$ cat config.mk
export PLATFORM = sky130hd
export DESIGN_NAME = mem_port_arbiter
export DESIGN_NICKNAME = d
export VERILOG_FILES = /design/src/rtl/mem_port_arbiter_pkg.sv /design/src/rtl/rr_priority_select.sv /design/src/rtl/mem_port_arbiter.sv
export SDC_FILE = /design/constraint.sdc
export NUM_CORES = 1
export LEC_CHECK = 0
export ABC_CLOCK_PERIOD_IN_PS = 3250
export BUFFER_PORTS_ARGS = -buffer_cell sky130_fd_sc_hd__buf_2
export CAP_MARGIN = 20
export CORE_AREA = 2 2 106 108
export CTS_BUF_LIST = sky130_fd_sc_hd__clkbuf_8
export CTS_CLUSTER_DIAMETER = 100
export CTS_CLUSTER_SIZE = 20
export DETAILED_ROUTE_END_ITERATION = 8
export DIE_AREA = 0 0 108 110
export PLACE_DENSITY = 0.7
export SETUP_SLACK_MARGIN = 0.3
export SYNTH_ARGS = -nofsm -noshare
export SYNTH_HDL_FRONTEND = slang
export SYNTH_SLANG_ARGS = --single-unit
$ cat constraint.sdc
create_clock -name clk -period 3.25 [get_ports clk]
set_input_delay 0.1625 -clock clk [delete_from_list [all_inputs] [get_ports clk]]
set_output_delay 0.1625 -clock clk [all_outputs]
set_load 0.02 [all_outputs]
$ cat src/rtl/mem_port_arbiter_pkg.sv
// Shared defaults, FSM encoding and index helper for the memory-port arbiter.
package mem_port_arbiter_pkg;

  localparam int unsigned MC_ADDR_SIZE = 32;
  localparam int unsigned MC_DATA_SIZE = 32;

  localparam logic ST_ARB    = 1'b0;
  localparam logic ST_LOCKED = 1'b1;

  typedef enum logic {
    ARB    = ST_ARB,
    LOCKED = ST_LOCKED
  } arb_state_e;

  // Round-robin successor of idx among n requesters.
  function automatic int unsigned next_idx(input int unsigned idx, input int unsigned n);
    return (idx + 32'd1 >= n) ? 32'd0 : idx + 32'd1;
  endfunction

endpackage

$ cat src/rtl/rr_priority_select.sv
// Combinational round-robin pick: first asserted request at or above pointer, wrapping.
module rr_priority_select #(
  parameter int unsigned N  = 2,
  parameter int unsigned IW = 1
) (
  input  logic [N-1:0]  req,
  input  logic [IW-1:0] pointer,
  output logic [N-1:0]  grant,
  output logic [IW-1:0] index,
  output logic          valid
);
  localparam int unsigned SW = (N > 1) ? $clog2(N) : 1;

  logic        found;
  int unsigned pos;

  always_comb begin
    grant = '0;
    index = '0;
    found = 1'b0;
    pos   = 0;
    for (int unsigned k = 0; k < N; k++) begin
      pos = (32'(pointer) + k) % N;
      if (!found && req[SW'(pos)]) begin
        found            = 1'b1;
        grant[SW'(pos)]  = 1'b1;
        index            = IW'(pos);
      end
    end
  end

  assign valid = |req;

endmodule

$ cat src/rtl/mem_port_arbiter.sv
// Round-robin arbiter sharing one memory_controller port among NUM_REQ requesters,
// with read-data return tagged to the issuer and a bounded lock for RMW sequences.
module mem_port_arbiter
  import mem_port_arbiter_pkg::*;
#(
  parameter int unsigned NUM_REQ  = 2,
  parameter int unsigned ID_W     = 1,
  parameter int unsigned ADDR_W   = MC_ADDR_SIZE,
  parameter int unsigned DATA_W   = MC_DATA_SIZE,
  parameter int unsigned LOCK_MAX = 4
) (
  input  logic                      clk,
  input  logic                      reset,
  input  logic [NUM_REQ-1:0]        req,
  input  logic [NUM_REQ-1:0]        lock,
  input  logic [NUM_REQ-1:0]        we,
  input  logic [NUM_REQ*ADDR_W-1:0] addr,
  input  logic [NUM_REQ*DATA_W-1:0] wdata,
  output logic [NUM_REQ-1:0]        gnt,
  output logic [NUM_REQ-1:0]        rvalid,
  output logic [DATA_W-1:0]         rdata,
  output logic                      busy,
  output logic [ADDR_W-1:0]         memory_controller_address,
  output logic                      memory_controller_write_enable,
  output logic [DATA_W-1:0]         memory_controller_in,
  input  logic [DATA_W-1:0]         memory_controller_out
);
  localparam int unsigned SEL_W = (NUM_REQ > 1) ? $clog2(NUM_REQ) : 1;
  localparam int unsigned CNT_W = $clog2(LOCK_MAX + 1);

  arb_state_e         state;
  logic [ID_W-1:0]    ptr;
  logic [ID_W-1:0]    owner;
  logic [CNT_W-1:0]   lock_cnt;
  logic [NUM_REQ-1:0] sel_grant;
  logic [ID_W-1:0]    sel_idx;
  logic               sel_valid;
  logic               win_valid;
  logic [ID_W-1:0]    win_id;
  logic               win_we;
  logic               win_lock;
  logic               owner_lock;
  logic               enter_lock;
  logic               exit_lock;
  logic               s0_valid;
  logic               s0_read;
  logic [ID_W-1:0]    s0_id;
  logic [ADDR_W-1:0]  addr_a  [NUM_REQ];
  logic [DATA_W-1:0]  wdata_a [NUM_REQ];

  for (genvar i = 0; i < NUM_REQ; i++) begin : g_unpack
    assign addr_a[i]  = addr[i*ADDR_W +: ADDR_W];
    assign wdata_a[i] = wdata[i*DATA_W +: DATA_W];
  end

  rr_priority_select #(
    .N  (NUM_REQ),
    .IW (ID_W)
  ) u_rr (
    .req     (req),
    .pointer (ptr),
    .grant   (sel_grant),
    .index   (sel_idx),
    .valid   (sel_valid)
  );

  // While locked only the owner can win; an idle owner keeps the port empty.
  always_comb begin
    gnt       = '0;
    win_valid = 1'b0;
    win_id    = sel_idx;
    if (!reset) begin
      if (state == ARB) begin
        gnt       = sel_grant;
        win_valid = sel_valid;
      end else if (req[SEL_W'(owner)]) begin
        gnt[SEL_W'(owner)] = 1'b1;
        win_valid          = 1'b1;
        win_id             = owner;
      end
    end
  end

  assign win_we     = we[SEL_W'(win_id)];
  assign win_lock   = lock[SEL_W'(win_id)];
  assign owner_lock = lock[SEL_W'(owner)];
  assign enter_lock = (state == ARB) && win_valid && win_lock && (LOCK_MAX > 1);
  assign exit_lock  = (state == LOCKED) &&
                      (!owner_lock || (win_valid && (32'(lock_cnt) + 1 == LOCK_MAX)));

  assign rdata = (|rvalid) ? memory_controller_out : '0;

  always_ff @(posedge clk) begin
    if (reset) begin
      state                          <= ARB;
      ptr                            <= '0;
      owner                          <= '0;
      lock_cnt                       <= '0;
      s0_valid                       <= 1'b0;
      s0_read                        <= 1'b0;
      s0_id                          <= '0;
      rvalid                         <= '0;
      busy                           <= 1'b0;
      memory_controller_address      <= '0;
      memory_controller_write_enable <= 1'b0;
      memory_controller_in           <= '0;
    end else begin
      // Issue stage then response stage; RAM output lines up with the second.
      s0_valid <= win_valid;
      s0_read  <= win_valid && !win_we;
      s0_id    <= win_id;
      rvalid   <= (s0_valid && s0_read) ? (NUM_REQ'(1'b1) << s0_id) : '0;
      busy     <= enter_lock || ((state == LOCKED) && !exit_lock) || win_valid ||
                  (s0_valid && s0_read);

      if (win_valid) begin
        memory_controller_address      <= addr_a[SEL_W'(win_id)];
        memory_controller_write_enable <= win_we;
        memory_controller_in           <= wdata_a[SEL_W'(win_id)];
      end else begin
        memory_controller_write_enable <= 1'b0;
      end

      case (state)
        ARB: begin
          if (win_valid) begin
            ptr <= ID_W'(next_idx(32'(win_id), NUM_REQ));
            if (enter_lock) begin
              state    <= LOCKED;
              owner    <= win_id;
              lock_cnt <= CNT_W'(1);
            end
          end
        end
        LOCKED: begin
          if (exit_lock) begin
            state    <= ARB;
            ptr      <= ID_W'(next_idx(32'(owner), NUM_REQ));
            lock_cnt <= '0;
          end else if (win_valid) begin
            lock_cnt <= lock_cnt + CNT_W'(1);
          end
        end
        default: state <= ARB;
      endcase
    end
  end

endmodule

# == Word-level counts from Yosys, hierarchy flattened ==
# Index checks and enable logic that the tools add are counted.
# totals
register_bits,77
in_bits,168
output_inout_bits,102
word_cells,117
# classes
addsub,5
n_lt_le_gt_ge,10
eq_ne,5
shifts,1
n_mux,53
n_bitwise,5
reduce_logical,26
# op_table
op,count
two-way mux 32 bit,7
two-way mux 1 bit,31
two-way mux 3 bit,4
logical AND 1 bit,11
two-way mux 2 bit,5
"less-than comparator 1 x 2 -> 1 bit, second input constant",4
OR reduction 2 bit,4
"greater-or-equal comparator 2 bit, second input constant",3
case mux 3 bit (2 select lines),1
AND reduction 3 bit,2
"adder 1 x 1 -> 2 bit, second input constant",2
"adder 3 x 1 -> 4 bit, second input constant",1
"== test 4 x 3 -> 1 bit, second input constant",1
zero test 1 bit,4
logical OR 1 bit,4
"inequality test 2 bit, second input constant",2
case mux 1 bit (2 select lines),2
"adder 3 x 1 -> 3 bit, second input constant",1
demux 1 bit (select 1 bit),3
"greater-or-equal comparator 1 bit, second input constant",3
"inequality test 3 x 1 -> 1 bit, second input constant",1
NOT 1 bit,3
"inequality test 2 x 1 -> 1 bit, second input constant",1
NOT 1 -> 2 bit,1
other kinds (4),4

# == Longest topological paths before layout ==
# logic_depth
depth_word,15
mapped_depth,10

# == By module ==
# From an unflattened synthesis, not the netlist that was laid out.
# unflattened
hier_cells,472
hier_area_um2,3771.1
# by_module_without_submodules
module,instances,cells_each,area_each_um2
mem_port_arbiter,1,467,3738.6
rr_priority_select,1,5,32.5

# == Worst setup path after synthesis ==
# No wires, ideal clock.
# synth_path
kind,register to register
start,register state
end,register memory_controller_address[1]
setup_time_ps,145
arrival_time_ps,1547
t_required_ps,3105
slack_ps,1559
stages_incl_launch_ff,10
path_buffers,4
synth_period_minus_slack_ps,1691
cell_sequence,dfxtp_1 buf_2 nand2_1 nor2_1 or3_1 buf_4 clkinv_2 buf_6 buf_2 a211oi_1
# synth_via
elab_chain_cells,6
elab_cells_between_ends,8
# synth_rtl
item,line,source
start: declaration,mem_port_arbiter.sv:31,arb_state_e state;
start signal: assignment,mem_port_arbiter.sv:95,state <= ARB;
start signal: assignment,mem_port_arbiter.sv:129,state <= LOCKED;
start signal: assignment,mem_port_arbiter.sv:137,state <= ARB;
two-way mux 1 bit,mem_port_arbiter.sv:73,if (state == ARB) begin
two-way mux 1 bit,mem_port_arbiter.sv:72,if (!reset) begin
NOT 1 -> 2 bit (not written as such),mem_port_arbiter.sv:117,memory_controller_address <= addr_a[SEL_W'(win_id)];
two-way mux 32 bit (not written as such) (3 in a row),mem_port_arbiter.sv:117,
end signal: assignment,mem_port_arbiter.sv:117,
end: declaration,mem_port_arbiter.sv:23,"output logic [ADDR_W-1:0] memory_controller_address,"
# Parallel ways exist; a longest one is shown, timed or not. The select of a mux whose other input is x is not followed.
# A chain may end at the register's enable or synchronous reset.

# == Worst setup path after layout ==
# layout_path
start,register owner
end,register memory_controller_address[0]
# layout_via
elab_chain_cells,9
elab_cells_between_ends,12
# layout_rtl
item,line,source
start: declaration,mem_port_arbiter.sv:33,logic [ID_W-1:0] owner;
start signal: assignment,mem_port_arbiter.sv:130,owner <= win_id;
two-way mux 1 bit (not written as such) (2 in a row),mem_port_arbiter.sv:76,end else if (req[SEL_W'(owner)]) begin
two-way mux 1 bit,mem_port_arbiter.sv:76,
two-way mux 1 bit,mem_port_arbiter.sv:73,
two-way mux 1 bit,mem_port_arbiter.sv:72,
NOT 1 -> 2 bit (not written as such),mem_port_arbiter.sv:117,
two-way mux 32 bit (not written as such) (3 in a row),mem_port_arbiter.sv:117,
# Parallel ways exist; a longest one is shown, timed or not. The select of a mux whose other input is x is not followed.

==> results.py <==
metrics = {
    "timing": {
        "fin_crit_sh_pct": 75.96,
        "period_minus_slack_ns": 2.469,
        "max_freq_ghz": 0.4051,
        "slew_headroom_pct": 42.95,
        "fin_setup_tns_ns": 0,
        "worst_pin_slew_ns": 0.8558,
        "hold_viol_final": 0,
        "fin_skew_ns": 0.005059,
        "setup_viol": 0,
        "final-max-slew-violation-count": 0,
        "grt_setup_unrepaired": "no",
    },
    "die": {
        "num_io_pins": 270,
        "die_x_um": 108,
        "num_rows": 38,
        "initial_utilization_pct": 34.74,
        "die_area_um2": 11880,
        "core-area_um2": 10700,
        "die_y_um": 110,
    },
    "setup_path": {
        "path_class": "reg -> reg",
        "timing.critical_path.arrival_ns": 2.73,
        "start_kind": "flop",
        "crit_fanout": 65,
        "end_kind": "flop",
        "cp.required_ns": 3.51,
    },
    "synthesis": {
        "avgSynthCellArea_um2": 9.456,
        "synth_commonest_cells": "dfxtp_1, nor2_1, mux2i_1, a211oi_1, nor2b_1",
        "synth_nets": 562,
        "yosys.area.top_type": "dfxtp_1",
        "synth-seq-area-share_pct": 41.48,
        "synth_top_area_share_pct": 41.48,
        "synth_edf_count": 0,
        "ys_warn_count": 0,
        "synth_area_um2": 3716,
        "post-synth-top-count-cell": "dfxtp_1",
        "synth_ff_type": "dfxtp_1",
        "yosys-top-cells-area": "dfxtp_1, mux2i_1, a211oi_1",
        "ys_ff_latch": 77,
        "async_flop_share_pct": 0,
        "netlist_instances": 393,
        "synth_cell_types": 33,
    },
    "routing": {
        "routed_wl_um": 11490,
        "drc": 0,
        "routedWlPerCell_um": 14.53,
        "drt_first_pass_iters": 4,
        "met1_length_um": 4321,
        "vias": 3794,
        "drt-initial-drc-count": 111,
        "drt-vias-per-instance": 4.796,
        "route.met3.wl_um": 1050,
        "final_antenna_net_count": 0,
        "highest_layer": "met4",
        "wl_met2_um": 5938,
    },
    "final_layout": {
        "multi_input_area_um2": 1976,
        "n_fill_cell": 1013,
        "area_growth_pct": 45.05,
        "finalCoreUtilization_pct": 50.39,
        "drive_gt1_share_pct": 47.16,
        "ff_latch_area_um2": 1541,
        "antenna_cells": 0,
        "fin_nets": 815,
    },
    "worst_hold_path": {
        "hold_path_class": "in -> reg",
    },
    "cts": {
        "cts_tree": "built",
        "ctsResizeCount": 0,
        "clk_latency_ns": 0.35,
        "ctsHoldBuffers": 0,
        "cts.sinks": 77,
        "path_clk_slew_ns": 0.08,
        "post_cts_buffers": 0,
        "numCtsBuffers": 9,
        "cts_max_path_buffers": 2,
        "clock-root-buffer": "clkbuf_8",
        "h-tree-depth": 3,
    },
    "place": {
        "place_congestion": 0.8842,
        "io_buffers": 269,
        "hpwl_um": 8750,
    },
    "global_routing": {
        "antenna_found_initial": 0,
        "grt_max_degree": 76,
        "grt_usage_pct": 18.01,
        "grt_pass1_vias": 3612,
        "grt_pass1_wl_um": 16750,
        "grt_overflow": 0,
    },
    "pwr": {
        "p_int_mw": 1.863,
        "p_seq_share_pct": 41.0,
        "clkPwrFrac_pct": 36.2,
        "power.leakage_nw": 2.848,
        "powerDensity_nw_per_um2": 481.8,
        "p_total_mw": 2.597,
        "peakVddDrop_mv": 0.2162,
        "switchingPower_mw": 0.7340,
        "combPwrFrac_pct": 22.9,
        "p_sw_share_pct": 28.26,
    },
    "job": {
        "max_cap_viol_count": 0,
    },
    "status": {
        "outcome": "finished, final reports clean",
    },
}
worst max-delay path: stages, from the launching register on:
cell	delay, ns
dfxtp_1	0.47
nand2b_1	0.18
a21oi_1	0.07
or3_1	0.49
inv_4	0.55
buf_4	0.33
nor2_1	0.06
a211oi_1	0.21
cell families (layout without fill, tap and decap cells):
group,count (synthesis),after routing,synth area share [%]
adder cells (fa/ha/maj),1,1,0.3366
multiplexers,68,68,18.32
AND/OR/NAND/NOR,125,125,16.09
flip-flops,77,77,41.48
buffers and inverters,38,296,5.656
AO/OA/AOI/OAI,84,84,18.11
cells in the final DEF, fill, tap and decap left out, types with 2 or more instances in the layout:
master / synthesis / final
mux2i_1: 68 / 68
nand2b_1: 3 / 3
dfxtp_1: 77 / 77
o21ai_0: 3 / 3
clkbuf_8: 0 / 9
bufinv_16: 0 / 4
nor2b_1: 33 / 33
inv_1: 3 / 3
buf_2: 11 / 269
nand2_1: 7 / 7
buf_4: 10 / 5
a211oi_1: 56 / 56
clkinv_2: 1 / 2
nand3_1: 3 / 3
nor2_1: 70 / 69
nor3b_1: 3 / 3
a21oi_1: 7 / 7
a211oi_2: 10 / 10
state kept, by name, summed over array words and instances (netlist names):
name / cells
ptr: 1
memory_controller_address: 32
owner: 1
memory_controller_in: 32
lock_cnt: 3
s0_id: 1
s0_read: 1
busy: 1
rvalid: 2
state: 1
memory_controller_write_enable: 1
s0_valid: 1
area by class of cell:
class                      count  share of cell area, %
clock buffer                   9                  2.298
clock inverter                 7                  2.553
timing repair buffer         276                  26.32
tap                          140                  3.250
inverter                       4                 0.3250
multi-input combinational    278                  36.65
sequential                    77                  28.60
metal layers:
layer / vias to the layer above / GRT usage [%]
met3: 13 / 4.938
met1: 1699 / 19.40
met5: - / 0
met2: 173 / 33.24
met4: 0 / 7.509
li1: 1909 / -
through the flow:
| stage | cells | worst slack [ns] | hold slack (ns) | instance area (µm²) |
|---|---|---|---|---|
| after global routing | 791 | 0.5908 | 0.1342 | 5390 |
| after CTS | 790 | 0.7609 | 0.08718 | 5375 |
| after floorplan | 393 | 1.559 | 0.3013 | 3716 |
| after detailed placement | 774 | 0.8124 | 0.4038 | 5114 |
| final | 791 | 0.7814 | 0.1029 | 5390 |
| after global placement | 774 | 0.8347 | 0.3942 | 5114 |
path summary, 6_finish.rpt:
kind / depth (start not counted) / slack, ns / to / startpoint
setup / recovery: 7 / 0.78 / memory_controller_address[0] / owner
setup reg to reg: 7 / 0.78 / memory_controller_address[0] / owner
hold / removal: 3 / 0.10 / memory_controller_write_enable / we[1]
hold reg to reg: 1 / 0.41 / rvalid[0] / s0_id
power by group through the flow:
stage | clock network [mW] | logic, mW | registers [mW]
2_1_floorplan | 0 | 0.292 | 1.17
3_3_place_gp | 0 | 0.585 | 1.09
5_1_grt | 1.00 | 0.647 | 1.07
3_5_place_dp | 0 | 0.597 | 1.09
6_report | 0.939 | 0.593 | 1.06
4_1_cts | 0.969 | 0.599 | 1.07
Note: power is estimated with default switching activity, not from simulation.
